==> config.mk <==
export PLATFORM = sky130hd
export DESIGN_NAME = frame_tx_packer
export DESIGN_NICKNAME = d
export VERILOG_FILES = /design/src/rtl/frame_tx_packer.sv
export SDC_FILE = /design/constraint.sdc
export NUM_CORES = 1
export LEC_CHECK = 0
export ABC_AREA = 1
export CORE_MARGIN = 2
export CORE_UTILIZATION = 30
export CTS_CLUSTER_DIAMETER = 60
export CTS_CLUSTER_SIZE = 40
export DETAILED_ROUTE_END_ITERATION = 6
export GPL_TIMING_DRIVEN = 1
export HOLD_SLACK_MARGIN = 0.05
export PLACE_DENSITY = 0.51
export RECOVER_POWER = 25
export SYNTH_ARGS = -nofsm -noshare
export SYNTH_HDL_FRONTEND = slang
export SYNTH_SLANG_ARGS = --single-unit
==> constraint.sdc <==
create_clock -name clk -period 2.5 [get_ports clk]
set_input_delay 0.75 -clock clk [delete_from_list [all_inputs] [get_ports clk]]
set_output_delay 0.75 -clock clk [all_outputs]
set_load 0.01 [all_outputs]
==> src/rtl/frame_tx_packer.sv <==
// frame_tx_packer: packs a length-bounded 32-bit word stream into 16-bit host transfers with sof/eof.
// Define FRAME_TX_CHECKSUM_EN to append a 32-bit additive checksum trailer to each frame.
module frame_tx_packer #(
  parameter int LEN_W = 16,
  parameter int CNT_W = 16
) (
  input  logic             clk,
  input  logic             rst_n,
  input  logic             i_sync,
  input  logic [LEN_W-1:0] i_header_size,
  input  logic [LEN_W-1:0] i_payload_len,
  input  logic [31:0]      i_in_data,
  input  logic             i_in_vld,
  output logic             o_in_rdy,
  output logic [15:0]      o_tx_data,
  output logic             o_tx_vld,
  input  logic             i_tx_rdy,
  output logic             o_tx_sof,
  output logic             o_tx_eof,
  output logic             o_busy,
  output logic [CNT_W-1:0] o_frame_cnt,
  output logic             o_overrun
);
`ifdef FRAME_TX_CHECKSUM_EN
  typedef enum logic [2:0] {IDLE, LOAD, LO, HI, CK_LO, CK_HI} state_t;
  localparam state_t FIN = CK_LO;
  logic [31:0] csum;
`else
  typedef enum logic [1:0] {IDLE, LOAD, LO, HI} state_t;
  localparam state_t FIN = IDLE;
`endif
  state_t state, state_nx;
  logic [31:0] word;
  logic [LEN_W:0] words_left, total;
  logic first, last, in_hs, tx_hs, eof_hs;

  assign total  = {1'b0, i_header_size} + {1'b0, i_payload_len};
  assign last   = words_left == '0;
  assign in_hs  = i_in_vld && o_in_rdy;
  assign tx_hs  = o_tx_vld && i_tx_rdy;
  assign eof_hs = tx_hs && o_tx_eof;

  always_comb begin
    o_in_rdy = state == LOAD || (state == HI && i_tx_rdy && !last);
    o_tx_vld = state != IDLE && state != LOAD;
    o_busy   = state != IDLE;
    o_tx_sof = state == LO && first;
`ifdef FRAME_TX_CHECKSUM_EN
    o_tx_data = state == LO ? word[15:0] : state == HI ? word[31:16] :
                state == CK_LO ? csum[15:0] : state == CK_HI ? csum[31:16] : '0;
    o_tx_eof  = state == CK_HI;
`else
    o_tx_data = state == LO ? word[15:0] : state == HI ? word[31:16] : '0;
    o_tx_eof  = state == HI && last;
`endif
  end

  // i_sync overrides whatever frame is in flight
  always_comb begin
    state_nx = state;
    if (i_sync) state_nx = total != '0 ? LOAD : IDLE;
    else
      case (state)
        LOAD:    state_nx = in_hs ? LO : LOAD;
        LO:      state_nx = tx_hs ? HI : LO;
        HI:      state_nx = !tx_hs ? HI : in_hs ? LO : !last ? LOAD : FIN;
`ifdef FRAME_TX_CHECKSUM_EN
        CK_LO:   state_nx = tx_hs ? CK_HI : CK_LO;
        CK_HI:   state_nx = tx_hs ? IDLE : CK_HI;
`endif
        default: state_nx = IDLE;
      endcase
  end

  always_ff @(posedge clk or negedge rst_n)
    if (!rst_n) begin
      state       <= IDLE;
      word        <= '0;
      words_left  <= '0;
      first       <= 1'b0;
      o_frame_cnt <= '0;
      o_overrun   <= 1'b0;
`ifdef FRAME_TX_CHECKSUM_EN
      csum        <= '0;
`endif
    end else begin
      state     <= state_nx;
      o_overrun <= i_sync && o_busy && !eof_hs;
      if (eof_hs) o_frame_cnt <= o_frame_cnt + 1'b1;
      if (i_sync) begin
        words_left <= total;
        first      <= 1'b1;
`ifdef FRAME_TX_CHECKSUM_EN
        csum       <= '0;
`endif
      end else begin
        if (in_hs) begin
          word       <= i_in_data;
          words_left <= words_left - 1'b1;
`ifdef FRAME_TX_CHECKSUM_EN
          csum       <= csum + i_in_data;
`endif
        end
        if (state == LO && tx_hs) first <= 1'b0;
      end
    end
endmodule

==> results of run 1 <==
[stage by stage]
step                hold slack, ns  total power [mW]  setup slack, ns  cells
CTS                         0.4492             3.901         0.001675    993
global placement            0.4756             2.558          -0.5620    973
floorplan                   0.4544             2.046          0.06521    629
detailed placement          0.4882             2.580          -0.5903    973
finish                      0.4895             3.873          0.09321    995
global route                0.5186             4.123         -0.05621    995
[power by group]
group          switching, mW  leakage [nW]  internal, mW
sequential            0.0956         0.851          1.29
clock                  0.478         0.148         0.826
combinational          0.617          2.31         0.565
total                   1.19          3.31          2.68
[cells by family after synthesis]
family / count (synthesis)
flops: 69
simple gates: 307
fa+ha+maj: 20
buf+inv: 116
xor+xnor: 22
compound gates: 95
[registers in the layout, indices dropped and copies added, names as in the netlist]
signal / count
state: 2
first: 1
o_frame_cnt: 16
word: 32
o_overrun: 1
words_left: 17
[synthesized netlist by cell type, drive strengths merged, types with 4 or more instances]
master / instances / share of area
nand2: 183 / 0.16
inv: 99 / 0.080
dfrtp: 69 / 0.37
nor2: 49 / 0.049
o21ai: 48 / 0.052
nand3: 38 / 0.048
ha: 19 / 0.051
o22ai: 17 / 0.023
a21oi: 13 / 0.014
xor2: 13 / 0.024
o211ai: 12 / 0.022
nand4: 11 / 0.018
nor3: 10 / 0.016
buf: 9 / 0.014
nand3b: 9 / 0.015
xnor2: 9 / 0.017
clkbuf: 7 / 0.0056
or2: 4 / 0.0054
[final timing paths]
| kind | slack (ns) | cells past startpoint | to | startpoint |
|---|---|---|---|---|
| max | 0.09 | 8 | o_in_rdy | words_left[1]$_DFFE_PN0P_ |
| min | 0.49 | 1 | o_frame_cnt[14]$_DFFE_PN0P_ | o_frame_cnt[14]$_DFFE_PN0P_ |
| max reg2reg | 0.40 | 11 | o_frame_cnt[4]$_DFFE_PN0P_ | words_left[1]$_DFFE_PN0P_ |
| min reg2reg | 0.49 | 1 | o_frame_cnt[14]$_DFFE_PN0P_ | o_frame_cnt[14]$_DFFE_PN0P_ |
| max in group asynchronous | 0.42 | 2 | state[0]$_DFF_PN0_ | rst_n |
| min in group asynchronous | 0.94 | 2 | word[29]$_DFFE_PN0P_ | rst_n |
[per-layer routing]
layer,up-vias,share of wire
li1,2377,-
met1,2043,0.49
met2,100,0.46
met3,12,0.045
met4,0,0.013
met5,-,0
[layout make-up]
class / count / area [sq um]
Clock inverter: 5 / 58.81
Clock buffer: 11 / 252.7
Sequential cell: 69 / 1728
Fill cell: 1556 / 8401
Inverter: 100 / 375.4
Multi-Input combinational cell: 444 / 2551
Timing Repair Buffer: 178 / 1600
Tap cell: 188 / 235.2
[repair_timing]
item                                    CTS  global route
endpoints found under the setup margin   23             7
hold buffers                              0             0
gates resized for setup                  27            24
pin swaps                                11             5
setup buffers                             4             2
cloned                                    0             0
==> summary.txt, run 1 <==
run status -> complete, but fails checks
failing checks -> max-capacitance violations, max-slew violations
slew at the pin closest to its max-slew limit -> 1.700 ns
startpoint types -> flip-flop
Post-synth EDFFs -> 0
final worst-path cycle share -> 0.9627
Setup-failing EPs final -> 0
post-synthesis sequential area ratio -> 0.3712
max-capacitance violation count -> 1
Final Instance Area -> 6802 sq um
horizontal extent of the die -> 128.5 microns
simple-gate share of the synthesized area -> 0.3107
number of nets in the layout -> 891
netlist area before placement -> 4652 sq um
mux share of post-synthesis cell area -> 0
fraction of met3 tracks used by global routing -> 0.02412
global-route wire length before repair -> 20400 microns
crit-path max cell delay -> 0.37 ns
number of nets in the synthesized netlist -> 718
total global routing overflow -> 0
slowest CP cell -> dfrtp_1
Compound-Gate Fraction of Synth Area -> 0.1210
Yosys reg bits -> 69
final weighted congestion of routability-driven global placement -> 0.8154
share of cells above drive strength 1 -> 0.1809
static leakage -> 3.306 nW
Placement Cell Area -> 6397 sq um
worst voltage drop across the vdd grid -> 0.0003373 V
Gate Count Post-Synth -> 629
via count of the first global-routing pass -> 4427
clock tree root driver cell -> clkbuf_16
die outline area -> 16520 sq um
Via density -> 4.555
Post-Synth Adder-Cell Area -> 0.05541
maximum clock frequency -> 415.5 MHz
count of unique library cells instantiated by Yosys -> 43
type of the worst setup path -> reg2out
Tot GR Track Use -> 0.1521
most frequent cells in the layout -> 171 x nand2_1, 94 x inv_1, 83 x clkdlybuf4s50_1
max-slew violation total from the final report -> 70
XOR/XNOR share of the synthesized area -> 0.04142
worst hold path class -> reg2reg
Detailed Route WL -> 12270 microns
RSZ-0062 raised after global routing -> yes
final number of hold-violating endpoints -> 0
worst relative slew slack -> -0.1331
Area growth, synth to finish -> 46.21%
met1 track demand over resource -> 0.2028
worst path arrival time -> 1.66 ns
biggest fanout along the worst timing path -> 3
number of ports placed on the die boundary -> 107
H-tree levels -> 3
residual antenna-violating net count after detailed routing -> 0
critical path data required time -> 1.75 ns
Longest Clk Path Bufs -> 2
post-layout minimum cycle time -> 2.407 ns
power per unit of standard cell area -> 569.5 nW/um^2
worst path bufs/invs -> 3
clock tree from TritonCTS -> yes
standard cell core area -> 15200 sq um
skew final -> 0.01047 ns
count of buffers from port buffering -> 106
total clock buffers created by CTS -> 9
initial core utilization -> 0.3060
TritonCTS Sinks -> 69
Clk Latency, worst-skew pair -> 0.33 ns
HPWL reported at the end of detailed placement -> 9470 microns
1st-iter DRT viols -> 273
prevailing post-synth register cell -> dfrtp_1
combinational family with the most area after synthesis -> simple AND/OR/NAND/NOR gates
endpoint class of the critical path -> output pin
most crowded layer after global routing -> met2
drc violations -> 0
largest net degree at the start of global routing -> 70
critical path's top delay family -> simple AND/OR/NAND/NOR gates
Critical Path, Cell by Cell -> inv_1, ha_1, inv_1, nor3_4, nand3_4, nand3_2, nand2_4, clkbuf_2
mean routed wirelength per cell -> 12.33 microns
per-instance average area after synthesis -> 7.396 sq um
CTS clock-pin slew for the worst setup and hold paths -> 0.06 ns
cell repeated most along the worst path -> inv_1
utilization after layout -> 0.4474
final setup TNS -> 0 ns
share of async-settable or async-resettable flops after synthesis -> 1.000
overall via count from detail_route -> 4532
number of diodes -> 0
antenna violations before repair -> 0
placement row count -> 45
Yosys warning total -> 0
most common cell after layout, fill and taps aside -> nand2_1
met2 track demand over resource in global routing -> 0.2525
number of iterations in the first detailed-routing pass -> 4
die height -> 128.5 microns
Note: power is estimated with default switching activity, not from simulation.
==> inputs of run 2 (changes only) <==
--- a/config.mk
+++ b/config.mk
@@ -5,7 +5,7 @@
 export SDC_FILE = /design/constraint.sdc
 export NUM_CORES = 1
 export LEC_CHECK = 0
-export ABC_AREA = 1
+export ABC_AREA = 0
 export CORE_MARGIN = 2
 export CORE_UTILIZATION = 30
 export CTS_CLUSTER_DIAMETER = 60
@@ -13,8 +13,9 @@
 export DETAILED_ROUTE_END_ITERATION = 6
 export GPL_TIMING_DRIVEN = 1
 export HOLD_SLACK_MARGIN = 0.05
-export PLACE_DENSITY = 0.51
+export PLACE_DENSITY = 0.52
 export RECOVER_POWER = 25
+export SLEW_MARGIN = 20
 export SYNTH_ARGS = -nofsm -noshare
 export SYNTH_HDL_FRONTEND = slang
 export SYNTH_SLANG_ARGS = --single-unit
==> summary.txt, run 2 <==
run status -> complete, but fails checks (unchanged)
failing checks -> max-capacitance violations, max-slew violations, negative setup slack (was max-capacitance violations, max-slew violations)
share of async-settable or async-resettable flops after synthesis -> 1.000 (unchanged)
worst path arrival time -> 2.02 ns (was 1.66 ns)
post-layout minimum cycle time -> 2.771 ns (was 2.407 ns)
maximum clock frequency -> 360.9 MHz (was 415.5 MHz)
startpoint types -> flip-flop (unchanged)
worst voltage drop across the vdd grid -> 0.0003684 V (was 0.0003373 V)
number of ports placed on the die boundary -> 107 (unchanged)
Post-synth EDFFs -> 0 (unchanged)
initial core utilization -> 0.3080 (was 0.3060)
worst hold path class -> reg2reg (unchanged)
die height -> 123.6 microns (was 128.5 microns)
prevailing post-synth register cell -> dfrtp_1 (unchanged)
cells taking the most area after synthesis -> dfrtp_1 40%, mux2_2 8.7%, ha_1 5.5% (was dfrtp_1 37%, nand2_1 14%, inv_1 7.7%)
placement row count -> 43 (was 45)
filler instances -> 1257 (was 1556)
count of unique library cells instantiated by Yosys -> 62 (was 43)
antenna violations before repair -> 0 (unchanged)
Placement Cell Area -> 6171 sq um (was 6397 sq um)
worst relative slew slack -> -0.1184 (was -0.1331)
Gate Count Post-Synth -> 417 (was 629)
cell type with the highest aggregate area in the netlist -> dfrtp_1 (unchanged)
die outline area -> 15280 sq um (was 16520 sq um)
Setup-failing EPs final -> 3 (was 0)
HPWL reported at the end of detailed placement -> 8060 microns (was 9470 microns)
Via density -> 4.786 (was 4.555)
biggest fanout along the worst timing path -> 3 (unchanged)
worst flop-to-flop path startpoint -> words_left[8]$_DFFE_PN0P_ (was words_left[1]$_DFFE_PN0P_)
global-route wire length before repair -> 18570 microns (was 20400 microns)
count of cells along the worst register-to-register path -> 9 (was 11)
horizontal extent of the die -> 123.6 microns (was 128.5 microns)
netlist area before placement -> 4292 sq um (was 4652 sq um)
final worst hold slack -> 0.4886 ns (was 0.4895 ns)
power per unit of standard cell area -> 588.3 nW/um^2 (was 569.5 nW/um^2)
total clock buffers created by CTS -> 9 (unchanged)
combinational family with the most area after synthesis -> simple AND/OR/NAND/NOR gates (unchanged)
critical path data required time -> 1.75 ns (about the same)
post-layout worst setup margin -> -0.2706 ns (was 0.09321 ns)
Compound-Gate Fraction of Synth Area -> 0.09125 (was 0.1210)
number of diodes -> 0 (unchanged)
share of cells above drive strength 1 -> 0.3573 (was 0.1809)
standard cell core area -> 13930 sq um (was 15200 sq um)
number of nets in the synthesized netlist -> 506 (was 718)
final worst-path cycle share -> 1.108 (was 0.9627)
most common cell after layout, fill and taps aside -> buf_4 (was nand2_1)
registers with the most flip-flops -> word: 32 flops, words_left: 17 flops, o_frame_cnt: 16 flops (unchanged)
Detailed Route WL -> 11380 microns (was 12270 microns)
TritonCTS Sinks -> 69 (unchanged)
total global routing overflow -> 0 (unchanged)
Longest Clk Path Bufs -> 2 (unchanged)
type of the worst setup path -> reg2out (unchanged)
clock tree from TritonCTS -> yes (unchanged)
skew final -> 0.008640 ns (was 0.01047 ns)
area share of the largest cell type after synthesis -> 0.4023 (was 0.3712)
max-capacitance violation count -> 1 (unchanged)
most frequent cells in the layout -> 76 x buf_4, 69 x clkdlybuf4s50_1, 68 x dfrtp_1 (was 171 x nand2_1, 94 x inv_1, 83 x clkdlybuf4s50_1)
final weighted congestion of routability-driven global placement -> 0.7593 (was 0.8154)
mux share of post-synthesis cell area -> 0.1335 (was 0)
CTS clock-pin slew for the worst setup and hold paths -> 0.06 ns (about the same)
final number of hold-violating endpoints -> 0 (unchanged)
Yosys warning total -> 0 (unchanged)
critical hold path startpoint -> o_frame_cnt[15]$_DFFE_PN0P_ (was o_frame_cnt[14]$_DFFE_PN0P_)
number of iterations in the first detailed-routing pass -> 4 (unchanged)
cts hold-fix bufs -> 0 (unchanged)
Tot GR Track Use -> 0.1532 (was 0.1521)
setup slack of the worst register-to-register path -> 0.05 ns (was 0.40 ns)
Cells on Worst Hold Path -> 1 (unchanged)
Yosys reg bits -> 69 (unchanged)
most used standard cells in the synthesized netlist -> 69 x dfrtp_1, 33 x mux2_2, 27 x nand2_1, 21 x nor2b_1 (was 178 x nand2_1, 95 x inv_1, 69 x dfrtp_1, 42 x nor2_1, 37 x o21ai_1)
Post-Synth Adder-Cell Area -> 0.06006 (was 0.05541)
max-slew violation total from the final report -> 70 (unchanged)
static leakage -> 3.440 nW (was 3.306 nW)
per-instance average area after synthesis -> 10.29 sq um (was 7.396 sq um)
slew at the pin closest to its max-slew limit -> 1.678 ns (was 1.700 ns)
via count of the first global-routing pass -> 3889 (was 4427)
max reg flops -> 32 (unchanged)
reg-to-reg endpoint -> o_frame_cnt[11]$_DFFE_PN0P_ (was o_frame_cnt[4]$_DFFE_PN0P_)
RSZ-0062 raised after global routing -> yes (unchanged)
XOR/XNOR share of the synthesized area -> 0.08163 (was 0.04142)
mean routed wirelength per cell -> 14.35 microns (was 12.33 microns)
count of buffers from port buffering -> 106 (unchanged)
simple-gate share of the synthesized area -> 0.1980 (was 0.3107)
number of nets in the layout -> 697 (was 891)
Final Instance Area -> 7128 sq um (was 6802 sq um)
total power consumption of the routed design -> 4.194 mW (was 3.873 mW)
end point of the most critical hold path -> o_frame_cnt[15]$_DFFE_PN0P_ (was o_frame_cnt[14]$_DFFE_PN0P_)
residual antenna-violating net count after detailed routing -> 0 (unchanged)
overall via count from detail_route -> 3795 (was 4532)
clock tree root driver cell -> clkbuf_16 (unchanged)
most numerous cell in the Yosys netlist -> dfrtp_1 (was nand2_1)
post-synthesis sequential area ratio -> 0.4023 (was 0.3712)
Area growth, synth to finish -> 66.09% (was 46.21%)
drc violations -> 0 (unchanged)
1st-iter DRT viols -> 169 (was 273)
Clk Latency, worst-skew pair -> 0.33 ns (about the same)
largest register by flop count -> word (unchanged)
endpoint class of the critical path -> output pin (unchanged)
largest net degree at the start of global routing -> 70 (unchanged)
H-tree levels -> 3 (unchanged)
## run 2: cell types whose count changed after synthesis, sizes merged, moves of 11 or more
cell   delta
nand3    -24
mux2i    +19
o21ai    -27
xnor2    +11
o22ai    -16
nor2b    +21
nand2   -155
mux2     +34
nor2     -29
inv      -83
## run 2: stage by stage
step                      utilization  setup TNS [ns]  worst slack (ns)  std cells
after floorplan                     -         -0.1614           -0.1589        417
after detailed placement       0.4428          -8.927           -0.8792        761
after global placement         0.4428          -7.875           -0.8634        761
after global routing           0.5115          -1.151           -0.3444        793
after CTS                      0.4974          -3.059           -0.4353        789
final                          0.5115         -0.6166           -0.2706        793
## run 2: where the power goes
group          switching [mW]  internal (mW)
Sequential              0.121           1.30
Clock                   0.473          0.929
Combinational           0.563          0.806
## run 2: area by class of cell
cell class                      instances  area (sq um)  share of cell area
Clock buffer                           11         252.7             0.03546
Clock inverter                          5         82.58             0.01159
Inverter                               16         60.06            0.008425
Sequential cell                        69          1728              0.2424
Multi-Input combinational cell        317          2964              0.4158
Timing Repair Buffer                  195          1815              0.2547
Tap cell                              180         225.2             0.03160
## run 2: repair_timing
item                                    in CTS  in global routing
hold endpoints to repair                     0                  0
gates resized for setup                    109                 66
setup buffers                               11                  7
pin swaps                                   30                 30
cloned                                       2                  0
endpoints found under the setup margin      61                 75
## run 2: critical path, stage by stage (launching register included)
cell	delay (ns)
dfrtp_1	0.37
or4_4	0.58
nor4_4	0.18
nor2b_4	0.21
nand2_1	0.06
nand2_1	0.08
a21boi_2	0.06
buf_2	0.14
## run 2: worst max-delay path by stage
| stage | cells past startpoint | to | startpoint | slack [ns] |
|---|---|---|---|---|
| floorplan | 8 | state[0]$_DFF_PN0_ | i_header_size[0] | -0.16 |
| global placement | 8 | state[0]$_DFF_PN0_ | i_header_size[0] | -0.86 |
| detailed placement | 8 | state[0]$_DFF_PN0_ | i_header_size[0] | -0.88 |
| CTS | 7 | o_in_rdy | words_left[10]$_DFFE_PN0P_ | -0.44 |
| global route | 7 | o_in_rdy | words_left[8]$_DFFE_PN0P_ | -0.34 |
| finish | 7 | o_in_rdy | words_left[8]$_DFFE_PN0P_ | -0.27 |
## run 2: metal layers
layer  share of wire  GRT usage
met4           0.017    0.05398
met1            0.47     0.2007
met3           0.039    0.02106
met5               0          0
met2            0.48     0.2589
## run 2: cells by family after synthesis
group           count (synthesis)
mux                            53
xor+xnor                       40
flops                          69
compound gates                 63
fa+ha+maj                      20
buf+inv                        31
simple gates                  141
